<file path="config.mk">
export PLATFORM = sky130hd
export DESIGN_NAME = sipo_deserializer
export DESIGN_NICKNAME = d
export VERILOG_FILES = /design/src/rtl/sipo_deserializer.sv
export SDC_FILE = /design/constraint.sdc
export NUM_CORES = 1
export LEC_CHECK = 0
export ABC_CLOCK_PERIOD_IN_PS = 2200
export BUFFER_PORTS_ARGS = -buffer_cell sky130_fd_sc_hd__buf_2
export CAP_MARGIN = 20
export CORE_MARGIN = 2
export CORE_UTILIZATION = 51
export CTS_CLUSTER_SIZE = 10
export DETAILED_ROUTE_END_ITERATION = 8
export PLACE_DENSITY = 0.82
export SLEW_MARGIN = 0
export SYNTH_ARGS = -nofsm -noshare
export SYNTH_HDL_FRONTEND = slang
export SYNTH_SLANG_ARGS = --single-unit
</file>
<file path="constraint.sdc">
create_clock -name clk -period 2.2 [get_ports clk]
set_input_delay 0.22 -clock clk [delete_from_list [all_inputs] [get_ports clk]]
set_output_delay 0.22 -clock clk [all_outputs]
set_load 0.005 [all_outputs]
</file>
<file path="src/rtl/sipo_deserializer.sv">
// Parametrised serial-in/parallel-out register with a bit counter that frames
// WIDTH-bit words and hands each one to a consumer through a valid/ack handshake.
module sipo_deserializer #(
    parameter int WIDTH = 8,
    localparam int CNT_W = $clog2(WIDTH + 1)
) (
    input  logic             clk,
    input  logic             rst,
    input  logic             load,
    input  logic [WIDTH-1:0] pin,
    input  logic             shift_en,
    input  logic             dir,
    input  logic             sin,
    input  logic             word_ack,
    output logic [WIDTH-1:0] q,
    output logic             sout,
    output logic [CNT_W-1:0] bit_cnt,
    output logic [WIDTH-1:0] word,
    output logic             word_valid,
    output logic             overrun
);

    localparam logic [CNT_W-1:0] LAST_BIT = CNT_W'(WIDTH - 1);

    logic [WIDTH-1:0] shifted;
    logic             complete;

    always_comb begin
        shifted = dir ? {q[WIDTH-2:0], sin} : {sin, q[WIDTH-1:1]};
    end

    // A load takes priority over shift_en, so a loaded cycle never completes a word.
    assign complete = shift_en && !load && (bit_cnt == LAST_BIT);

    assign sout = dir ? q[WIDTH-1] : q[0];

    always_ff @(posedge clk) begin
        if (rst) begin
            q          <= '0;
            bit_cnt    <= '0;
            word       <= '0;
            word_valid <= 1'b0;
            overrun    <= 1'b0;
        end else begin
            if (load) begin
                q       <= pin;
                bit_cnt <= '0;
            end else if (shift_en) begin
                q       <= shifted;
                bit_cnt <= complete ? '0 : bit_cnt + CNT_W'(1);
            end

            // A fresh word always wins over an ack arriving on the same edge.
            if (complete) begin
                word       <= shifted;
                word_valid <= 1'b1;
                if (word_valid && !word_ack) begin
                    overrun <= 1'b1;
                end
            end else if (word_ack) begin
                word_valid <= 1'b0;
            end
        end
    end

endmodule

</file>
==> out/qor_table.md, run 1 <==
| Result | Reported |
|---|---|
| Run status | completed |
| Slew HR | 67.7% |
| Final TNS setup | 0 ns |
| Number of nets in the layout | 165 |
| Count of filler cells inserted in the layout | 183 |
| GRT Total Usage | 19.5% |
| Maximum clock path buffer count | 2 |
| Routed wire length | 2250 microns |
| Min Tclk post-route | 1.52 ns |
| Number of buffer and inverter stages on the critical path | 0 |
| Leakage power | 0.608 nW |
| Count of final hold-check violations | 0 |
| Power per cell area | 596 nW/um^2 |
| Dpl ws | 0.701 ns |
| Detailed placer's ending HPWL | 1570 microns |
| Switching Power | 0.000184 W |
| Global-route wire length before repair | 3640 microns |
| Setup Fix Bufs, Post-CTS | 0 |
| Die extent in y | 48.8 microns |
| Number of levels in the clock H-tree | 1 |
| Post-detailed-route wirelength per cell | 12.9 microns |
| Later-pin clock latency in the skew report | 0.31 ns |
| Logic gate share of total power | 12.5% |
| Worst hold-check path type | input port to register |
| Post-synthesis cell count | 116 |
| Required time worst endpoint | 2.43 ns |
| Slew of the pin with the lowest slew margin | 0.484 ns |
| I/O pin cnt | 38 |
| Signal arrival time at the worst endpoint | 1.75 ns |
| Largest net degree at the start of global routing | 36 |
| Hold_buf cts | 0 |
| Number of warning messages in the yosys log | 0 |
| Initial standard-cell utilization of the core | 53.3% |
| Number of design-rule violations left by the first detailed-router iteration | 29 |
| Minimum setup slack among reg-to-reg paths | 0.68 ns |
| Main flop type after synthesis | sky130_fd_sc_hd__dfxtp_1 |
| Post-synth net total | 132 |
| Rows | 16 |
| TritonCTS clock tree | built |
| Clock tree root driver cell | sky130_fd_sc_hd__clkbuf_4 |
| Layout cells sized above 1 | 30.4% |
| Router iterations before antenna repair | 4 |
| Die span in x | 48.8 microns |
| CTS buffer count | 3 |
| Crit Path Class | register to register |
| Area added between synthesis and finish | 20.8% |
| Floorplan core area | 1920 sq um |
| Critical path's largest stage delay | 0.41 ns |
| Sw Ratio | 25.0% |
| Internal power component | 0.000552 W |
| Async S/R FF share, synth | 0% |
| Most common cell in the synthesized netlist | sky130_fd_sc_hd__dfxtp_1 |
| Cts repair resizes | 0 |
| Count of final max-slew check failures | 0 |
| ANT nets after route | 0 |
| Unique cell type count in the Yosys netlist | 21 |
| Final worst path period share | 69.1% |
| Initial antenna violation count | 0 |
| Inserted Diodes | 0 |
| Delay-heaviest family, CP | simple AND/OR/NAND/NOR gates |
| Top cells by area in the synthesized netlist | sky130_fd_sc_hd__dfxtp_1 43%, sky130_fd_sc_hd__a21oi_1 8.8%, sky130_fd_sc_hd__mux2i_1 8.8% |
| Series of cell instances along the critical path | ha_1, nand4b_4, or2_2, o31ai_1 |
| Master of the slowest instance on the critical path | sky130_fd_sc_hd__dfxtp_1 |
| Number of synthesized register bits | 22 |
| Max cap viols | 0 |
| Clk sink count | 22 |
| Max frequency | 658 MHz |
| Reg power frac | 57.3% |
| Final setup skew | 0.00252 ns |
| Area of the mapped netlist | 1020 sq um |
| Per-cell via count in the routed design | 5.38 |
| Via count of the routed design | 942 |
| Leading cell types by count after synthesis | 22 x sky130_fd_sc_hd__dfxtp_1, 18 x sky130_fd_sc_hd__a21oi_1, 10 x sky130_fd_sc_hd__nor2_1 |
| Final-report setup violation count | 0 |
| Setup repair after global routing missed its margin | no |
| Die Area | 2380 sq um |
| Critical Path Start Type | register |
| Worst setup EP type | register |
| Routability cong. | 0.744 |
| CP Max Fanout | 18 |
| Number of flops mapped to enable cells by yosys | 0 |
| Share of total power in the clock network | 30.2% |
| Final worst setup slack | 0.681 ns |
| Register clock-pin slew on the reported worst setup and hold paths | 0.12 ns |
| Number of remaining DRC errors | 0 |
| Post-synth top area share | 43.0% |
| Maximum vdd ir drop | 390 uV |
| Cell type with the largest total area after synthesis | sky130_fd_sc_hd__dfxtp_1 |
| Sequential-to-total area share from yosys stat | 43.0% |
| Number of global-route vias before repair | 816 |
| Average cell area after synthesis | 8.82 sq um |
| GRT overflow | 0 |
| Port buffer count | 37 |
==> state kept, by name, indices dropped and copies added (netlist names) <==
register	flops
overrun	1
q	8
bit_cnt	4
word_valid	1
word	8
==> power groups by stage <==
| stage | clock network [W] | logic, W | registers, W |
|---|---|---|---|
| detailed placement | 0 | 0.0000905 | 0.000430 |
| floorplan | 0 | 0.0000579 | 0.000429 |
| global route | 0.000242 | 0.000102 | 0.000424 |
| CTS | 0.000226 | 0.0000920 | 0.000422 |
| global placement | 0 | 0.0000875 | 0.000429 |
| finish | 0.000223 | 0.0000918 | 0.000422 |
==> cell families after synthesis <==
| logic type | share of synthesized area (%) |
|---|---|
| AOI/OAI and AO/OA | 20.8 |
| muxes | 9.90 |
| and+or+nand+nor | 19.2 |
| buffers and inverters | 4.16 |
| adders and majority gates | 1.22 |
| xor gates and xnor gates | 1.71 |
| DFF | 43.0 |
==> tightest hold or removal path: cells and delay by family <==
family	cells	cell delay (ns)
compound gates	1	0.05
simple gates	1	0.05
buf+inv	1	0.09
==> cell type report <==
class	instances	area [sq um]	area share (%)
multi-input cells	85	541	43.7
repair buffers	37	185	15.0
flip-flops and latches	22	440	35.6
clock buffers	4	36.3	2.94
well taps	27	33.8	2.73
==> path summary, 6_finish.rpt <==
check	from	to	cells after the start
worst min register to register	word[0]	word[0]	2
worst min-delay path	pin[2]	q[2]	3
worst max register to register	bit_cnt[0]	overrun	4
worst max-delay path	bit_cnt[0]	overrun	4
==> cell usage in the layout (no fill, tap or decap) <==
| master | instances |
|---|---|
| sky130_fd_sc_hd__o21ai_0 | 9 |
| sky130_fd_sc_hd__ha_1 | 1 |
| sky130_fd_sc_hd__nand4_1 | 1 |
| sky130_fd_sc_hd__mux2_2 | 1 |
| sky130_fd_sc_hd__clkbuf_8 | 1 |
| sky130_fd_sc_hd__nor3b_1 | 1 |
| sky130_fd_sc_hd__mux2i_1 | 9 |
| sky130_fd_sc_hd__a21oi_1 | 18 |
| sky130_fd_sc_hd__nor2_1 | 10 |
| sky130_fd_sc_hd__a211o_1 | 8 |
| sky130_fd_sc_hd__xor2_1 | 2 |
| sky130_fd_sc_hd__nor2b_1 | 1 |
| sky130_fd_sc_hd__or3_1 | 8 |
| sky130_fd_sc_hd__o31ai_1 | 1 |
| sky130_fd_sc_hd__or2_2 | 2 |
| sky130_fd_sc_hd__clkbuf_4 | 3 |
| sky130_fd_sc_hd__dfxtp_1 | 22 |
| sky130_fd_sc_hd__nand4b_4 | 1 |
| sky130_fd_sc_hd__nand2b_1 | 3 |
| sky130_fd_sc_hd__buf_2 | 37 |
| sky130_fd_sc_hd__nand2_1 | 9 |
==> metrics by stage <==
step / power (W) / util [%] / hold WS, ns / area, sq um / instances
global route: 0.000767 / 64.3 / 0.139 / 1240 / 175
finish: 0.000737 / 64.3 / 0.138 / 1240 / 175
floorplan: 0.000487 / - / 0.356 / 1020 / 116
CTS: 0.000739 / 64.3 / 0.141 / 1240 / 175
detailed placement: 0.000521 / 62.4 / 0.465 / 1200 / 171
global placement: 0.000517 / 62.4 / 0.449 / 1200 / 171
==> metal layers <==
layer / GRT usage [%] / routed length, microns / up-vias
met4: 8.10 / 24 / 0
li1: - / - / 474
met1: 24.7 / 1020 / 422
met2: 31.7 / 1050 / 40
met5: 0 / 0 / -
met3: 4.60 / 157 / 6
Note: power is estimated with default switching activity, not from simulation.
==> run 2: changes to the inputs <==
Settings changed: ABC_CLOCK_PERIOD_IN_PS 2200 to 1270, CORE_UTILIZATION 51 to 43, PLACE_DENSITY 0.82 to 0.74.
Clock period 2.2 ns to 1.27 ns, I/O delays scaled along.
==> run 2 against run 1 <==
Clock skew increased by 0.0014 ns. Highest routed layer unchanged. Core utilization decreased by 3.5 points. Global-route usage decreased by 1.5 points. Power increased by 94%. Non-clock buffer count increased by 7.
==> out/qor_table.md, run 2 (synthesis gave the netlist of run 1 again) <==
| Result | Reported | Delta |
|---|---|---|
| Run status | completed |  |
| CP Max Fanout | 6 | -12 |
| Die extent in y | 52.8 microns | +8.2% |
| Later-pin clock latency in the skew report | 0.30 ns | about the same |
| Internal power component | 0.00111 W | +100% |
| Number of levels in the clock H-tree | 1 | unchanged |
| Leading cell type in the layout, fill and taps excluded | sky130_fd_sc_hd__buf_2 |  |
| Global-route wire length before repair | 3740 microns | +2.6% |
| Hold_buf cts | 0 | unchanged |
| Max cap viols | 0 | unchanged |
| Signal arrival time at the worst endpoint | 1.49 ns | -0.26 ns |
| Inserted Diodes | 0 | unchanged |
| Count of final hold-check violations | 0 | unchanged |
| Master of the slowest instance on the critical path | sky130_fd_sc_hd__or3_4 |  |
| TritonCTS clock tree | built |  |
| GRT Total Usage | 18.0% | -1.5 points |
| Register clock-pin slew on the reported worst setup and hold paths | 0.13 ns | about the same |
| Count of final max-slew check failures | 0 | unchanged |
| Clk sink count | 22 | unchanged |
| Dpl ws | -0.00785 ns | -0.709 ns |
| Slew of the pin with the lowest slew margin | 0.362 ns | -0.122 ns |
| Worst setup EP type | register |  |
| Number of global-route vias before repair | 865 | +6.0% |
| Rows | 17 | +1 |
| Routed wire length | 2270 microns | +0.71% |
| Port buffer count | 37 | unchanged |
| Routability cong. | 0.795 | +6.9% |
| Reg power frac | 51.0% | -6.3 points |
| Largest net degree at the start of global routing | 26 | -28% |
| Detailed placer's ending HPWL | 1650 microns | +5.5% |
| Per-cell via count in the routed design | 5.30 | -1.6% |
| Series of cell instances along the critical path | ha_4, nand4b_4, or3_4, a21oi_2 |  |
| I/O pin cnt | 38 | unchanged |
| Die span in x | 52.8 microns | +8.2% |
| Final worst path period share | 97.9% | +29 points |
| Slew HR | 75.8% | +8.1 points |
| Setup repair after global routing missed its margin | yes |  |
| Number of design-rule violations left by the first detailed-router iteration | 18 | -38% |
| Number of remaining DRC errors | 0 | unchanged |
| Min Tclk post-route | 1.24 ns | -0.276 ns |
| Floorplan core area | 2230 sq um | +16% |
| Required time worst endpoint | 1.52 ns | -0.91 ns |
| GRT overflow | 0 | unchanged |
| Crit Path Class | register to register |  |
| Clock tree root driver cell | sky130_fd_sc_hd__clkbuf_4 |  |
| ANT nets after route | 0 | unchanged |
| Logic gate share of total power | 11.9% | -0.6 points |
| CTS buffer count | 3 | unchanged |
| Final worst setup slack | 0.0265 ns | -0.654 ns |
| Sw Ratio | 22.6% | -2.3 points |
| Maximum clock path buffer count | 2 | unchanged |
| Via count of the routed design | 975 | +3.5% |
| Delay-heaviest family, CP | simple AND/OR/NAND/NOR gates |  |
| Leakage power | 0.635 nW | +4.4% |
| Post-detailed-route wirelength per cell | 12.3 microns | -4.2% |
| Final standard cell count with taps included and fillers excluded | 184 | +5.1% |
| Worst hold-check path type | input port to register |  |
| Critical Path Start Type | register |  |
| Number of nets in the layout | 173 | +4.8% |
| Final-report setup violation count | 0 | unchanged |
| Area added between synthesis and finish | 32.8% |  |
| Number of buffer and inverter stages on the critical path | 0 | unchanged |
| Max frequency | 804 MHz | +22% |
| Initial standard-cell utilization of the core | 45.8% | -7.4 points |
| Initial antenna violation count | 0 | unchanged |
| Critical path's largest stage delay | 0.39 ns | -0.02 ns |
| Final setup skew | 0.00388 ns | +0.00137 ns |
| Switching Power | 0.000324 W | +76% |
| Maximum vdd ir drop | 666 uV | +71% |
| Most frequent cells in the layout | 37 x sky130_fd_sc_hd__buf_2, 20 x sky130_fd_sc_hd__dfxtp_1, 16 x sky130_fd_sc_hd__a21oi_1, 10 x sky130_fd_sc_hd__nor2_1 |  |
| Layout cells sized above 1 | 38.5% | +8.1 points |
| Share of total power in the clock network | 37.2% | +7.0 points |
| Top Registers | q: 8 flops, word: 8 flops, bit_cnt: 4 flops |  |
| Router iterations before antenna repair | 4 | unchanged |
| Power per cell area | 1050 nW/um^2 | +77% |
| Total instance count after detailed placement | 179 | +4.7% |
| Die Area | 2790 sq um | +17% |
[run 2: changes by cell type in the layout (fill, tap and decap cells not counted), moves of 2 or more]
| cell | before | now |
|---|---|---|
| sky130_fd_sc_hd__buf_4 | 0 | 7 |
| sky130_fd_sc_hd__or3_4 | 0 | 2 |
| sky130_fd_sc_hd__or3_1 | 8 | 6 |
| sky130_fd_sc_hd__dfxtp_1 | 22 | 20 |
| sky130_fd_sc_hd__o21ai_0 | 9 | 6 |
| sky130_fd_sc_hd__a21oi_2 | 0 | 2 |
| sky130_fd_sc_hd__a21oi_1 | 18 | 16 |
| sky130_fd_sc_hd__o21ai_1 | 0 | 3 |
[run 2: power by group through the flow]
| stage | Sequential (W) | Combinational, W | Clock, W |
|---|---|---|---|
| 5_1_grt | 0.000733 | 0.000191 | 0.000577 |
| 3_5_place_dp | 0.000744 | 0.000167 | 0 |
| 6_report | 0.000729 | 0.000170 | 0.000532 |
| 4_1_cts | 0.000729 | 0.000170 | 0.000545 |
| 2_1_floorplan | 0.000743 | 0.000101 | 0 |
| 3_3_place_gp | 0.000743 | 0.000163 | 0 |
[run 2: final cells by class]
cell class | count | area, sq um
Fill cell | 209 | 875
Multi-Input combinational cell | 86 | 588
Sequential cell | 22 | 445
Timing Repair Buffer | 44 | 238
Tap cell | 28 | 35.0
Clock inverter | 1 | 30.0
Clock buffer | 3 | 22.5
[run 2: timing repair]
action,4_1_cts,5_1_grt
gates resized for setup,3,5
setup buffers,0,0
gates cloned,1,0
endpoints found under the setup margin,2,7
pin swaps,1,0
[run 2: path summary, 6_finish.rpt]
kind / slack [ns] / end / from / cells after the start
worst max-delay path: 0.03 / word[6] / bit_cnt[1] / 4
worst min-delay path: 0.05 / q[2] / pin[2] / 3
worst max register to register: 0.03 / word[6] / bit_cnt[1] / 4
worst min register to register: 0.47 / overrun / overrun / 2
[run 2: metrics by stage]
stage               setup TNS [ns]  instance area [sq um]  hold WS [ns]  util, %  power, W
finish                           0                   1360        0.0543     60.8   0.00143
global route               -0.0926                   1360        0.0677     60.8   0.00150
CTS                              0                   1350        0.0456     60.4   0.00144
detailed placement        -0.00785                   1270         0.386     56.9  0.000911
global placement                 0                   1270         0.370     56.9  0.000905
floorplan                        0                   1050         0.263        -  0.000844
[run 2: metal layers]
metal / global-route usage, % / wire, microns / up-vias
met1: 24.3 / 1030 / 450
met4: 7.69 / 17 / 0
met2: 27.9 / 1080 / 29
met3: 3.14 / 138 / 2
li1: - / - / 494
met5: 0 / 0 / -
[run 2: tightest hold or removal path, stage by stage]
cell,delay (ns)
sky130_fd_sc_hd__buf_2,0.09
sky130_fd_sc_hd__nand2_1,0.06
sky130_fd_sc_hd__a21oi_1,0.05
==> run 3: changes to the inputs <==
Settings changed: CORE_UTILIZATION 43 to 45, CTS_BUF_LIST set to sky130_fd_sc_hd__clkbuf_8, PLACE_DENSITY 0.74 to 0.88.
==> run 3 against run 2 <==
The run now ends with negative setup slack left. Sequential share of layout area is 0.62 points lower. Critical endpoint is now word[1]. Cell area grew 1.9%. Core utilization rose by 2.4 points. Worst setup slack got worse by 0.081 ns. First-iteration DRC count grew 61%. Critical path depth grew 1. Maximum frequency is 6.1% lower. Sequential power hardly changed. Cell count is 1.1% higher.
==> out/qor_table.md, run 3 (synthesis gave the netlist of run 1 again) <==
| Result | Reported | Delta |
|---|---|---|
| Min Tclk post-route | 1.32 ns | +0.0813 ns |
| Floorplan core area | 2190 sq um | -1.9% |
| Rows | 17 | unchanged |
| Worst-case hold slack | 0.105 ns | +0.0511 ns |
| Final worst path period share | 104% | +6.4 points |
| Number of remaining DRC errors | 0 | unchanged |
| Hold_buf cts | 0 | unchanged |
| Max cap viols | 0 | unchanged |
| GRT Total Usage | 19.5% | +1.6 points |
| Initial standard-cell utilization of the core | 46.7% | +0.89 points |
| Routability cong. | 0.777 | -2.3% |
| Max frequency | 755 MHz | -6.1% |
| Number of nets in the layout | 175 | +1.2% |
| Leading cell type in the layout, fill and taps excluded | sky130_fd_sc_hd__buf_2 |  |
| Maximum vdd ir drop | 592 uV | -11% |
| Number of design-rule violations left by the first detailed-router iteration | 29 | +11 |
| CP Max Fanout | 6 | unchanged |
| CTS buffer count | 3 | unchanged |
| Leakage power | 0.654 nW | +3.1% |
| Maximum clock path buffer count | 2 | unchanged |
| Number of levels in the clock H-tree | 1 | unchanged |
| Setup repair after global routing missed its margin | yes |  |
| Router iterations before antenna repair | 4 | unchanged |
| Later-pin clock latency in the skew report | 0.25 ns | -0.05 ns |
| Clk sink count | 22 | unchanged |
| Per-cell via count in the routed design | 5.25 | -0.87% |
| Post-detailed-route wirelength per cell | 13.3 microns | +8.2% |
| Number of global-route vias before repair | 851 | -1.6% |
| Worst setup EP type | register |  |
| Die extent in y | 51.7 microns | -2.1% |
| Worst hold-check path type | input port to register |  |
| Slew of the pin with the lowest slew margin | 0.367 ns | +0.00464 ns |
| Layout cells sized above 1 | 38.6% | +0.15 points |
| Critical Path Start Type | register |  |
| Power per cell area | 1000 nW/um^2 | -4.8% |
| Dpl ws | -0.0699 ns | -0.0620 ns |
| Die span in x | 51.7 microns | -2.1% |
| I/O pin cnt | 38 | unchanged |
| Slew HR | 75.5% | -0.31 points |
| GRT overflow | 0 | unchanged |
| Final worst setup slack | -0.0548 ns | -0.0813 ns |
| Failing checks | negative setup slack |  |
| Die Area | 2670 sq um | -4.1% |
| Most frequent cells in the layout | 37 x sky130_fd_sc_hd__buf_2, 20 x sky130_fd_sc_hd__dfxtp_1, 17 x sky130_fd_sc_hd__a21oi_1, 10 x sky130_fd_sc_hd__nor2_1 |  |
| Crit Path Class | register to register |  |
| Top Registers | q: 8 flops, word: 8 flops, bit_cnt: 4 flops |  |
| Count of final max-slew check failures | 0 | unchanged |
| Final standard cell count with taps included and fillers excluded | 186 | +1.1% |
| Routed wire length | 2480 microns | +9.4% |
| Global-route wire length before repair | 3930 microns | +5.0% |
| Clock tree root driver cell | sky130_fd_sc_hd__clkbuf_8 |  |
| Signal arrival time at the worst endpoint | 1.51 ns | +0.02 ns |
| Register clock-pin slew on the reported worst setup and hold paths | 0.08 ns | -0.05 ns |
| Count of final hold-check violations | 0 | unchanged |
| Largest net degree at the start of global routing | 27 | +3.8% |
| Required time worst endpoint | 1.46 ns | -0.06 ns |
| ANT nets after route | 0 | unchanged |
| Initial antenna violation count | 0 | unchanged |
| Run status | complete, but fails checks |  |
| TritonCTS clock tree | built |  |
| Power Total | 0.00139 W | -3.0% |
| Final-report setup violation count | 1 | +1 |
| Detailed placer's ending HPWL | 1750 microns | +5.8% |
| Total instance count after detailed placement | 180 | +0.56% |
| Final setup skew | 0.00337 ns | -0.000511 ns |
| Port buffer count | 37 | unchanged |
| Area added between synthesis and finish | 35.3% |  |
| Via count of the routed design | 977 | +0.21% |
| Inserted Diodes | 0 | unchanged |
==> run 3: worst max-delay path, stage by stage, from the launching register on <==
cell,delay [ns]
sky130_fd_sc_hd__dfxtp_4,0.37
sky130_fd_sc_hd__ha_4,0.17
sky130_fd_sc_hd__nand4b_4,0.14
sky130_fd_sc_hd__buf_6,0.15
sky130_fd_sc_hd__or3_1,0.30
sky130_fd_sc_hd__a21oi_1,0.13
==> run 3: layer usage <==
| layer | routed length [microns] | vias to the layer above | part of all wire [%] | GRT usage (%) |
|---|---|---|---|---|
| met4 | 25 | 0 | 1.0 | 8.77 |
| met2 | 1270 | 31 | 51 | 32.5 |
| met1 | 1060 | 449 | 43 | 25.5 |
| met5 | 0 | - | 0 | 0 |
| li1 | - | 495 | - | - |
| met3 | 123 | 2 | 5.0 | 2.01 |
==> run 3: timing repair <==
action	in CTS	in global routing
gates resized for setup	3	5
endpoints found under the setup margin	4	9
gates cloned	1	0
pin swaps	2	3
setup buffers	1	0
==> run 3: worst paths after layout <==
kind                    from       to  slack, ns  cells past startpoint
setup / recovery  bit_cnt[0]  word[1]      -0.05                      5
hold / removal        pin[3]     q[3]       0.11                      3
setup reg to reg  bit_cnt[0]  word[1]      -0.05                      5
hold reg to reg      word[4]  word[4]       0.48                      2
==> run 3: report_power, final <==
part           total (W)  internal [W]  switching (W)
clock network   0.000487      0.000276       0.000211
registers       0.000728      0.000708      0.0000198
logic           0.000174     0.0000794      0.0000943
total            0.00139       0.00106       0.000325
==> run 3: metrics by stage <==
stage	instance area, sq um	setup TNS [ns]	utilization [%]
global placement	1280	0	58.4
floorplan	1050	0	-
global route	1390	-0.139	63.2
finish	1390	-0.0548	63.2
CTS	1370	-0.0152	62.4
detailed placement	1280	-0.0805	58.4
==> run 3: area by class of cell <==
| cell class | count | area (sq um) |
|---|---|---|
| multi-input combinational | 86 | 593 |
| fill | 179 | 806 |
| sequential | 22 | 445 |
| clock buffer | 4 | 55.1 |
| timing repair buffer | 46 | 256 |
| tap | 28 | 35.0 |
